==> src/rtl/fetch_queue.sv <==
// Instruction-fetch front end: owns the PC, drives the ROM and buffers fetched
// {inst, pc} pairs in a circular queue drained by the decoder.
module fetch_queue #(
  parameter int unsigned        ADDR_W     = 6,
  parameter int unsigned        INST_W     = 32,
  parameter int unsigned        DEPTH      = 4,
  parameter logic [ADDR_W-1:0]  RESET_ADDR = '0
) (
  input  logic                     clk,
  input  logic                     resetIn,
  input  logic                     enable,
  input  logic                     redirect,
  input  logic [ADDR_W-1:0]        redirectAddr,
  output logic [ADDR_W-1:0]        romAddr,
  input  logic [INST_W-1:0]        romInst,
  input  logic                     deqReady,
  output logic                     deqValid,
  output logic [INST_W-1:0]        instOut,
  output logic [ADDR_W-1:0]        pcOut,
  output logic                     full,
  output logic [$clog2(DEPTH):0]   count
);

  localparam int unsigned PtrW = $clog2(DEPTH);
  localparam int unsigned CntW = PtrW + 1;

  logic [ADDR_W-1:0] fetchPc, fetchPcNext;
  logic [PtrW-1:0]   wrPtr, wrPtrNext;
  logic [PtrW-1:0]   rdPtr, rdPtrNext;
  logic [CntW-1:0]   cnt, cntNext;

  logic [INST_W-1:0] instMem [DEPTH];
  logic [ADDR_W-1:0] pcMem   [DEPTH];

  logic deq;
  logic enq;

  assign full     = (cnt == CntW'(DEPTH));
  assign deqValid = (cnt != '0);
  assign count    = cnt;
  assign romAddr  = fetchPc;

  assign deq = enable & deqValid & deqReady & ~redirect;
  // A full queue still accepts a fetch when the head leaves in the same cycle.
  assign enq = enable & ~redirect & (~full | deq);

  assign instOut = deqValid ? instMem[rdPtr] : '0;
  assign pcOut   = deqValid ? pcMem[rdPtr]   : '0;

  always_comb begin
    fetchPcNext = fetchPc;
    wrPtrNext   = wrPtr;
    rdPtrNext   = rdPtr;
    cntNext     = cnt;
    if (enable) begin
      if (redirect) begin
        fetchPcNext = redirectAddr;
        wrPtrNext   = '0;
        rdPtrNext   = '0;
        cntNext     = '0;
      end else begin
        if (enq) begin
          wrPtrNext   = wrPtr + PtrW'(1);
          fetchPcNext = fetchPc + ADDR_W'(1);
        end
        if (deq) begin
          rdPtrNext = rdPtr + PtrW'(1);
        end
        if (enq && !deq) begin
          cntNext = cnt + CntW'(1);
        end else if (deq && !enq) begin
          cntNext = cnt - CntW'(1);
        end
      end
    end
  end

  always_ff @(posedge clk or negedge resetIn) begin
    if (!resetIn) begin
      fetchPc <= RESET_ADDR;
      wrPtr   <= '0;
      rdPtr   <= '0;
      cnt     <= '0;
    end else begin
      fetchPc <= fetchPcNext;
      wrPtr   <= wrPtrNext;
      rdPtr   <= rdPtrNext;
      cnt     <= cntNext;
    end
  end

  // Storage is intentionally not reset; count gates visibility of stale entries.
  always_ff @(posedge clk) begin
    if (enq) begin
      instMem[wrPtr] <= romInst;
      pcMem[wrPtr]   <= fetchPc;
    end
  end

endmodule

==> config.mk <==
export PLATFORM = sky130hd
export DESIGN_NAME = fetch_queue
export DESIGN_NICKNAME = d
export VERILOG_FILES = /design/src/rtl/fetch_queue.sv
export SDC_FILE = /design/constraint.sdc
export NUM_CORES = 1
export LEC_CHECK = 0
export CORE_ASPECT_RATIO = 0.8
export CORE_MARGIN = 2
export CORE_UTILIZATION = 30
export CTS_CLUSTER_SIZE = 24
export DETAILED_ROUTE_END_ITERATION = 16
export PLACE_DENSITY = 0.49
export SLEW_MARGIN = 20
export SYNTH_ARGS = -nofsm -noshare
export SYNTH_HDL_FRONTEND = slang
export SYNTH_SLANG_ARGS = --single-unit
==> constraint.sdc <==
create_clock -name clk -period 2.4 [get_ports clk]
set_input_delay 0.24 -clock clk [delete_from_list [all_inputs] [get_ports clk]]
set_output_delay 0.24 -clock clk [all_outputs]
set_load 0.01 [all_outputs]
# [Word level (Yosys, flattened, before mapping)]
# Memory sizes are Yosys's and may differ from the RTL's.
# Index checks and enable logic that the tools add are counted.
[op_classes] n_addsub=5 n_eq_ne=1 n_mux=13 n_bitwise=8 reduce_logical=11
[op_table] op="two-way mux 32 bit" n=1
[op_table] op="two-way mux 6 bit" n=3
[op_table] op="two-way mux 3 bit" n=3
[op_table] op="two-way mux 2 bit" n=4
[op_table] op="adder 6 x 1 -> 6 bit, second input constant" n=1
[op_table] op="AND reduction 2 bit" n=3
[op_table] op="nonzero test 3 bit" n=2
[op_table] op="AND 1 bit" n=5
[op_table] op="adder 2 x 1 -> 2 bit, second input constant" n=2
[op_table] op="nonzero test 2 bit" n=2
[op_table] op="adder 3 x 1 -> 3 bit, second input constant" n=1
[op_table] op="== test 3 bit, second input constant" n=1
[op_table] op="subtractor 3 x 1 -> 3 bit, second input constant" n=1
[op_table] op="logical AND 1 bit" n=2
[op_table] op="zero test 1 bit" n=2
[op_table] op="two-way mux 1 bit" n=2
[op_table] op="inverter 1 bit" n=2
[op_table] op="OR 1 bit" n=1
[word_totals] regBits=13 mem_bits_rw=152 input_bits=43 output_inout_bits=49 elab_cells=44 mem_count=2
[mem_list] name="instMem" words=4 word_bits=32 rd=1 rd_ports_with_merged_regs=0 write_ports=1 line="32" rtl="logic [INST_W-1:0] instMem [DEPTH];"
[mem_list] name="pcMem" words=4 word_bits=6 rd=1 rd_ports_with_merged_regs=0 write_ports=1 line="33" rtl="logic [ADDR_W-1:0] pcMem [DEPTH];"

# [Depth between registers and ports, before layout]
# Gate-level depths: netlist (run 1).
[logic_depth] ltp_word=11 ltp_mapped=8 ltp_nobuf=7

# [Least setup slack after synthesis (run 1)]
# No wires, ideal clock.
[synth_path] kind="register to register" from="reg cnt[0], in the netlist count[0]" to="reg cnt[2], in the netlist count[2]" setup_ns=0.137 arrival_ns=2.042 t_required_ns=2.263 setup_slack_ns=0.222 stages_incl_launch_ff=8 n_path_buf=1 synth_period_minus_slack_ns=2.178 path_cell_list="dfrtp_1 > buf_4 > or3b_2 > nand4_1 > inv_1 > fa_1 > o41ai_1 > a21oi_1"
[synth_via] elab_chain_cells=10 elab_cells_between_ends=19 cone_classes="add/sub: 2; eq/ne: 1; mux: 3; bitwise: 6; reduce/logical: 7"
[synth_lines] item="start, declared" line="30" rtl="logic [CntW-1:0] cnt, cntNext;"
[synth_lines] item="start signal, assigned" line="88" rtl="cnt <= cntNext;"
[synth_lines] item="nonzero test 3 bit" line="39" rtl="assign deqValid = (cnt != '0);"
[synth_lines] item="AND 1 bit (3 in a row)" line="43" rtl="assign deq = enable & deqValid & deqReady & ~redirect;"
[synth_lines] item="OR 1 bit" line="45" rtl="assign enq = enable & ~redirect & (~full | deq);"
[synth_lines] item="AND 1 bit" line="45"
[synth_lines] item="zero test 1 bit" line="71" rtl="end else if (deq && !enq) begin"
[synth_lines] item="logical AND 1 bit" line="71"
[synth_lines] item="nonzero test 3 bit (no line)"
[synth_lines] item="AND reduction 2 bit (no line)"
# Several ways; a longest one is shown, not always the timed one. The select of a mux whose other input is x is not followed.
# A chain may end at the register's enable or synchronous reset.

# [Final worst setup path (run 1)]
[layout_path] from="reg rdPtr[0]" to="out instOut[31]"
[layout_via] elab_chain_cells=2
[layout_lines] item="start, declared" line="29" rtl="logic [PtrW-1:0] rdPtr, rdPtrNext;"
[layout_lines] item="start signal, assigned" line="87" rtl="rdPtr <= rdPtrNext;"
[layout_lines] item="memory (4 x 32 bit)"
[layout_lines] item="two-way mux 32 bit" line="47" rtl="assign instOut = deqValid ? instMem[rdPtr] : '0;"
[layout_lines] item="end, declared" line="18" rtl="output logic [INST_W-1:0] instOut,"
# Every way passes these cells.

==> flow_summary.json, run 1 <==
{
  "ir_worst_vdd_mv": 0.595,
  "skew_ps": 12.1,
  "drive_above_1_share_pct": 27.6,
  "firstDrtPassIters": 4,
  "clk_path_buf_depth": 2,
  "switching_power_mw": 2.99,
  "mostFrequentLayoutCell": "edfxtp_1",
  "final_util_pct": 40.9,
  "clock_latency_ps": 420,
  "synth-seq-area-share_pct": 73.1,
  "first_global_vias": 3900,
  "num-nets-final": 527,
  "io_buffers": 91,
  "groute.usage.overall_pct": 13.5,
  "pwr-share-comb_pct": 38.3,
  "worstRegToRegCells": 6,
  "endpoint_kind": "output port",
  "drt_iter0_drc": 216,
  "final_cell_mix": "edfxtp_1, clkdlybuf4s50_1, mux4_2",
  "dp_slack_ps": 275,
  "num_rows": 48,
  "r2r-end": "count[2]",
  "critical_path_arrival_ps": 2080,
  "wl_met2_mm": 7.15,
  "synth_seq_cells": 165,
  "drt-met1-wl_mm": 6.86,
  "maxCapViolations": 0,
  "cp_data_required_time_ps": 2160,
  "hold_buffers": 0,
  "postRouteAntennaNets": 0,
  "antenna_found_initial": 0,
  "sw_frac_of_total_pct": 30.0,
  "clk_pin_slew_worst_paths_ps": 60,
  "cts_tree": "done",
  "wl_mm": 15.0,
  "n_antenna_cell": 0,
  "critPathKind": "reg -> out",
  "via_count": 3615,
  "dp_hpwl_mm": 8.79,
  "h-tree-depth": 4,
  "pwr-share-clk_pct": 25.7,
  "synth_fp_nets": 395,
  "core_mm2": 0.0217,
  "setup_viol_count_final": 0,
  "tightest_slew_ps": 646,
  "top_layer": "met4",
  "yosys_warnings": 0,
  "totalPowerFinal_mw": 9.95,
  "grt_pass1_wl_mm": 22.7,
  "period_share_pct": 96.6,
  "avgViaCountPerCell": 4.58,
  "synth_edf_count": 152,
  "post-route-min-period_ps": 2320,
  "min_path_type": "in -> async",
  "dieArea_mm2": 0.0235,
  "cts-root-buf": "clkbuf_16",
  "start_kind": "flop",
  "slew_headroom_pct": 56.8,
  "reg2reg_setup_slack_ps": 310,
  "cts-buffers-inserted": 17,
  "worst_slack_ps": 80.6,
  "netlist_instances": 346,
  "seqPwrFrac_pct": 36.0,
  "die_h_um": 138,
  "io_pins": 92,
  "area_growth_pct": 32.9,
  "initial_utilization_pct": 30.8,
  "power_leakage_nw": 3.07,
  "hold_viol": 0,
  "drv_slew": 0,
  "synth.avg_cell_area_um2": 19.3,
  "post_drt_wl_per_cell_um": 18.9,
  "r2r-start": "count[0]",
  "synth_cell_types": 42,
  "crit_path_max_fanout": 9,
  "crit_start": "rdPtr[0]",
  "p_per_area_mw_per_mm2": 1120,
  "syn-cell-area_mm2": 0.00669,
  "worstSetupEndpoint": "instOut[31]",
  "fmax_ghz": 0.431,
  "synth_ff_type": "edfxtp_1",
  "outcome": "finished clean",
  "timing.hold.ws_ps": 219,
  "drc": 0,
  "grt_max_degree": 28,
  "die_w_um": 171,
  "numClockSinks": 165,
  "wl_met3_um": 859,
  "intPower_mw": 6.96,
  "overflow": 0,
  "async_flop_share_pct": 7.88,
  "gp_congestion": 0.753
}
worst min path at each step:
stage,to,startpoint,slack [ps]
5_1_grt,count[2],resetIn,260
4_1_cts,count[2],resetIn,230
6_report,wrPtr[0],resetIn,220
2_1_floorplan,count[0],resetIn,-60
3_3_place_gp,wrPtr[1],wrPtr[1],610
3_5_place_dp,wrPtr[1],wrPtr[1],620
power by group through the flow:
| stage | clock network, mW | logic [mW] | registers (mW) |
|---|---|---|---|
| after global placement | 0 | 3.70 | 3.62 |
| after detailed placement | 0 | 3.71 | 3.63 |
| after floorplan | 0 | 1.94 | 3.60 |
| after global routing | 2.75 | 4.14 | 3.61 |
| final | 2.55 | 3.81 | 3.58 |
| after CTS | 2.63 | 3.86 | 3.58 |
flip-flops by register name, indices dropped and copies added, names as in the netlist:
name / flops
instMem: 128
pcMem: 24
romAddr: 6
count: 3
rdPtr: 2
wrPtr: 2
critical path, cell delays in order (launching register included):
cell and delay (ps):
dfrtp_4 530, buf_16 160, buf_12 130, mux4_2 400
and2b_1 170, dlygate4sd2_1 280
cells in the mapped netlist, types with 5 or more instances:
cell type | n | share of area, %
buf_2 | 7 | 0.52
clkbuf_1 | 5 | 0.28
mux4_2 | 38 | 13
inv_1 | 10 | 0.56
nor2b_1 | 35 | 3.3
nand2_1 | 8 | 0.45
ha_1 | 5 | 0.94
and2b_1 | 7 | 0.79
edfxtp_1 | 152 | 68
nand3_1 | 8 | 0.60
dfrtp_1 | 13 | 4.9
layout make-up:
| cell class | instances | area [µm²] |
|---|---|---|
| clock buffers | 17 | 425 |
| clock inverters | 14 | 129 |
| fillers | 1985 | 12900 |
| inverters | 11 | 41.3 |
| multi-input cells | 150 | 1670 |
| flip-flops and latches | 165 | 4890 |
| well taps | 300 | 375 |
| repair buffers | 133 | 1350 |
repair_timing:
| action | 4_1_cts | 5_1_grt |
|---|---|---|
| pin swaps | 1 | 0 |
| setup endpoints to repair | 38 | 15 |
| gates resized for setup | 83 | 9 |
| cloned | 3 | 0 |
| setup buffers | 10 | 8 |
routing by layer:
layer / vias to the layer above / GRT usage (%)
met3: 6 / 4.42
met1: 1879 / 17.4
met5: - / 0
met2: 89 / 22.1
met4: 0 / 3.39
li1: 1641 / -
per-stage QoR:
| stage | std cells | instance area [µm²] | TNS [ps] |
|---|---|---|---|
| 2_1_floorplan | 346 | 6690 | 0 |
| 3_3_place_gp | 739 | 8150 | 0 |
| 3_5_place_dp | 739 | 8150 | 0 |
| 4_1_cts | 783 | 8840 | -166 |
| 5_1_grt | 790 | 8880 | -2.09 |
| 6_report | 790 | 8880 | 0 |
cell families after synthesis:
| family | count (synthesis) | share of synthesized area (%) |
|---|---|---|
| flops | 165 | 73.1 |
| simple gates | 79 | 7.47 |
| mux | 42 | 13.4 |
| buf+inv | 31 | 2.23 |
| fa+ha+maj | 6 | 1.24 |
| compound gates | 23 | 2.54 |
(Power assumes the default switching activity.)
==> run 2, diff against run 1 <==
--- a/config.mk
+++ b/config.mk
@@ -8,7 +8,7 @@
 export CORE_ASPECT_RATIO = 0.8
 export CORE_MARGIN = 2
 export CORE_UTILIZATION = 30
-export CTS_CLUSTER_SIZE = 24
+export CTS_CLUSTER_SIZE = 12
 export DETAILED_ROUTE_END_ITERATION = 16
 export PLACE_DENSITY = 0.49
 export SLEW_MARGIN = 20
==> results of run 2 <==
Same layout as run 1: the final DEF is identical, and so are final timing and power.
==> run 3, diff against run 2 <==
--- a/config.mk
+++ b/config.mk
@@ -5,7 +5,6 @@
 export SDC_FILE = /design/constraint.sdc
 export NUM_CORES = 1
 export LEC_CHECK = 0
-export CORE_ASPECT_RATIO = 0.8
 export CORE_MARGIN = 2
 export CORE_UTILIZATION = 30
 export CTS_CLUSTER_SIZE = 12
==> run 3 against run 2 <==
  * Global-route usage is 0.86 points lower
  * Maximum frequency fell by 0.17%
  * Routed wire length down 5.7%
  * First-iteration DRC count shrank 10%
  * Flip-flop and latch count unchanged
  * Final cell count is 3.8% lower
  * Critical endpoint is now instOut[29]
==> flow_summary.json, run 3 (synthesis results as in run 1) <==
{
  "setup_viol_count_final": 0,
  "num_rows": 54,
  "fmax_ghz": 0.430,
  "cp_data_required_time_ps": 2160,
  "slew_headroom_pct": 54.3,
  "initial_utilization_pct": 30.6,
  "dieArea_mm2": 0.0235,
  "numClockSinks": 165,
  "crit_path_max_fanout": 9,
  "antenna_found_initial": 0,
  "num-nets-final": 516,
  "tightest_slew_ps": 683,
  "reg2reg_setup_slack_ps": 350,
  "largest-register": "instMem",
  "start_kind": "flop",
  "sw_frac_of_total_pct": 29.7,
  "tns_ps": 0,
  "final_cell_mix": "edfxtp_1, clkdlybuf4s50_1, mux4_2",
  "io_buffers": 91,
  "post_drt_wl_per_cell_um": 18.6,
  "power_leakage_nw": 3.08,
  "mostFrequentLayoutCell": "edfxtp_1",
  "timing.hold.ws_ps": 238,
  "period_share_pct": 96.8,
  "worstRegToRegCells": 6,
  "overflow": 0,
  "pwr-share-comb_pct": 36.8,
  "avgViaCountPerCell": 4.71,
  "post-route-min-period_ps": 2320,
  "grt_max_degree": 42,
  "largest_reg_flops": 128,
  "endpoint_kind": "output port",
  "postRouteAntennaNets": 0,
  "r2r-end": "count[2]",
  "groute.usage.overall_pct": 12.6,
  "hold_viol": 0,
  "clk_pin_slew_worst_paths_ps": 70,
  "clock_latency_ps": 420,
  "drc": 0,
  "intPower_mw": 6.83,
  "first_global_vias": 4031,
  "switching_power_mw": 2.88,
  "outcome": "finished clean",
  "cts-buffers-inserted": 17,
  "io_pins": 92,
  "drt_iter0_drc": 194,
  "placed_area_mm2": 0.00810,
  "gp_congestion": 0.765,
  "drv_slew": 0,
  "firstDrtPassIters": 4,
  "rsz0062_at_grt": "yes",
  "area_growth_pct": 31.5,
  "n_antenna_cell": 0,
  "die_w_um": 153,
  "placed_cells": 718,
  "skew_ps": 9.48,
  "r2r-start": "count[0]",
  "maxCapViolations": 0,
  "core_mm2": 0.0218,
  "hold_buffers": 0,
  "dp_hpwl_mm": 8.58,
  "via_count": 3581,
  "critPathKind": "reg -> out",
  "drive_above_1_share_pct": 23.5,
  "die_h_um": 153,
  "totalPowerFinal_mw": 9.71,
  "seqPwrFrac_pct": 36.8,
  "clk_path_buf_depth": 2,
  "h-tree-depth": 4,
  "critical_path_arrival_ps": 2080,
  "final_cells": 760,
  "cts-root-buf": "clkbuf_16",
  "wl_mm": 14.1,
  "grt_pass1_wl_mm": 22.4,
  "p_per_area_mw_per_mm2": 1100,
  "cts_tree": "done",
  "pwr-share-clk_pct": 26.4,
  "ir_worst_vdd_mv": 0.512,
  "min_path_type": "in -> async",
  "stdcell_area_mm2": 0.00879
}
[run 3: power groups by stage]
| stage | Combinational (mW) | Sequential (mW) | Clock [mW] |
|---|---|---|---|
| final | 3.57 | 3.58 | 2.56 |
| after global routing | 3.89 | 3.61 | 2.74 |
| after CTS | 3.47 | 3.58 | 2.65 |
| after detailed placement | 3.66 | 3.64 | 0 |
| after global placement | 3.67 | 3.62 | 0 |
| after floorplan | 1.94 | 3.60 | 0 |
[run 3: layout make-up]
type | instances | area (µm²)
multi-input cells | 150 | 1660
clock buffers | 19 | 433
inverters | 11 | 41.3
flip-flops and latches | 165 | 4890
repair buffers | 122 | 1290
well taps | 280 | 350
fillers | 2000 | 13000
clock inverters | 13 | 124
[run 3: worst max-delay path: stages, from the launching register on]
cell,delay [ps]
dfrtp_4,520
buf_12,160
buf_4,130
mux4_2,410
nor2b_1,150
dlygate4sd2_1,290
[run 3: worst max-delay path by stage]
| stage | slack [ps] | endpoint | startpoint |
|---|---|---|---|
| after detailed placement | 220 | count[2] | deqReady |
| after CTS | -100 | instOut[8] | rdPtr[0] |
| after global routing | -40 | deqValid | count[2] |
| after floorplan | 220 | count[2] | count[0] |
| final | 80 | instOut[29] | rdPtr[0] |
| after global placement | 260 | instOut[0] | rdPtr[0] |
[run 3: routing by layer]
layer | global-route usage (%) | wire length (µm) | vias to the layer above
met5 | 0 | 0 | -
met3 | 3.26 | 523 | 15
li1 | - | - | 1622
met4 | 4.14 | 167 | 0
met1 | 15.7 | 6170 | 1863
met2 | 21.5 | 7250 | 81
[run 3: metrics by stage]
stage,util [%],worst slack (ps)
after CTS,39.6,-104
after global routing,40.3,-37.2
after global placement,37.1,263
after detailed placement,37.1,218
after floorplan,-,222
final,40.3,76.6
[run 3: timing repair]
| item | 4_1_cts | 5_1_grt |
|---|---|---|
| endpoints found under the setup margin | 38 | 12 |
| setup buffers | 1 | 9 |
| gates resized for setup | 35 | 30 |
| pin swaps | 0 | 0 |
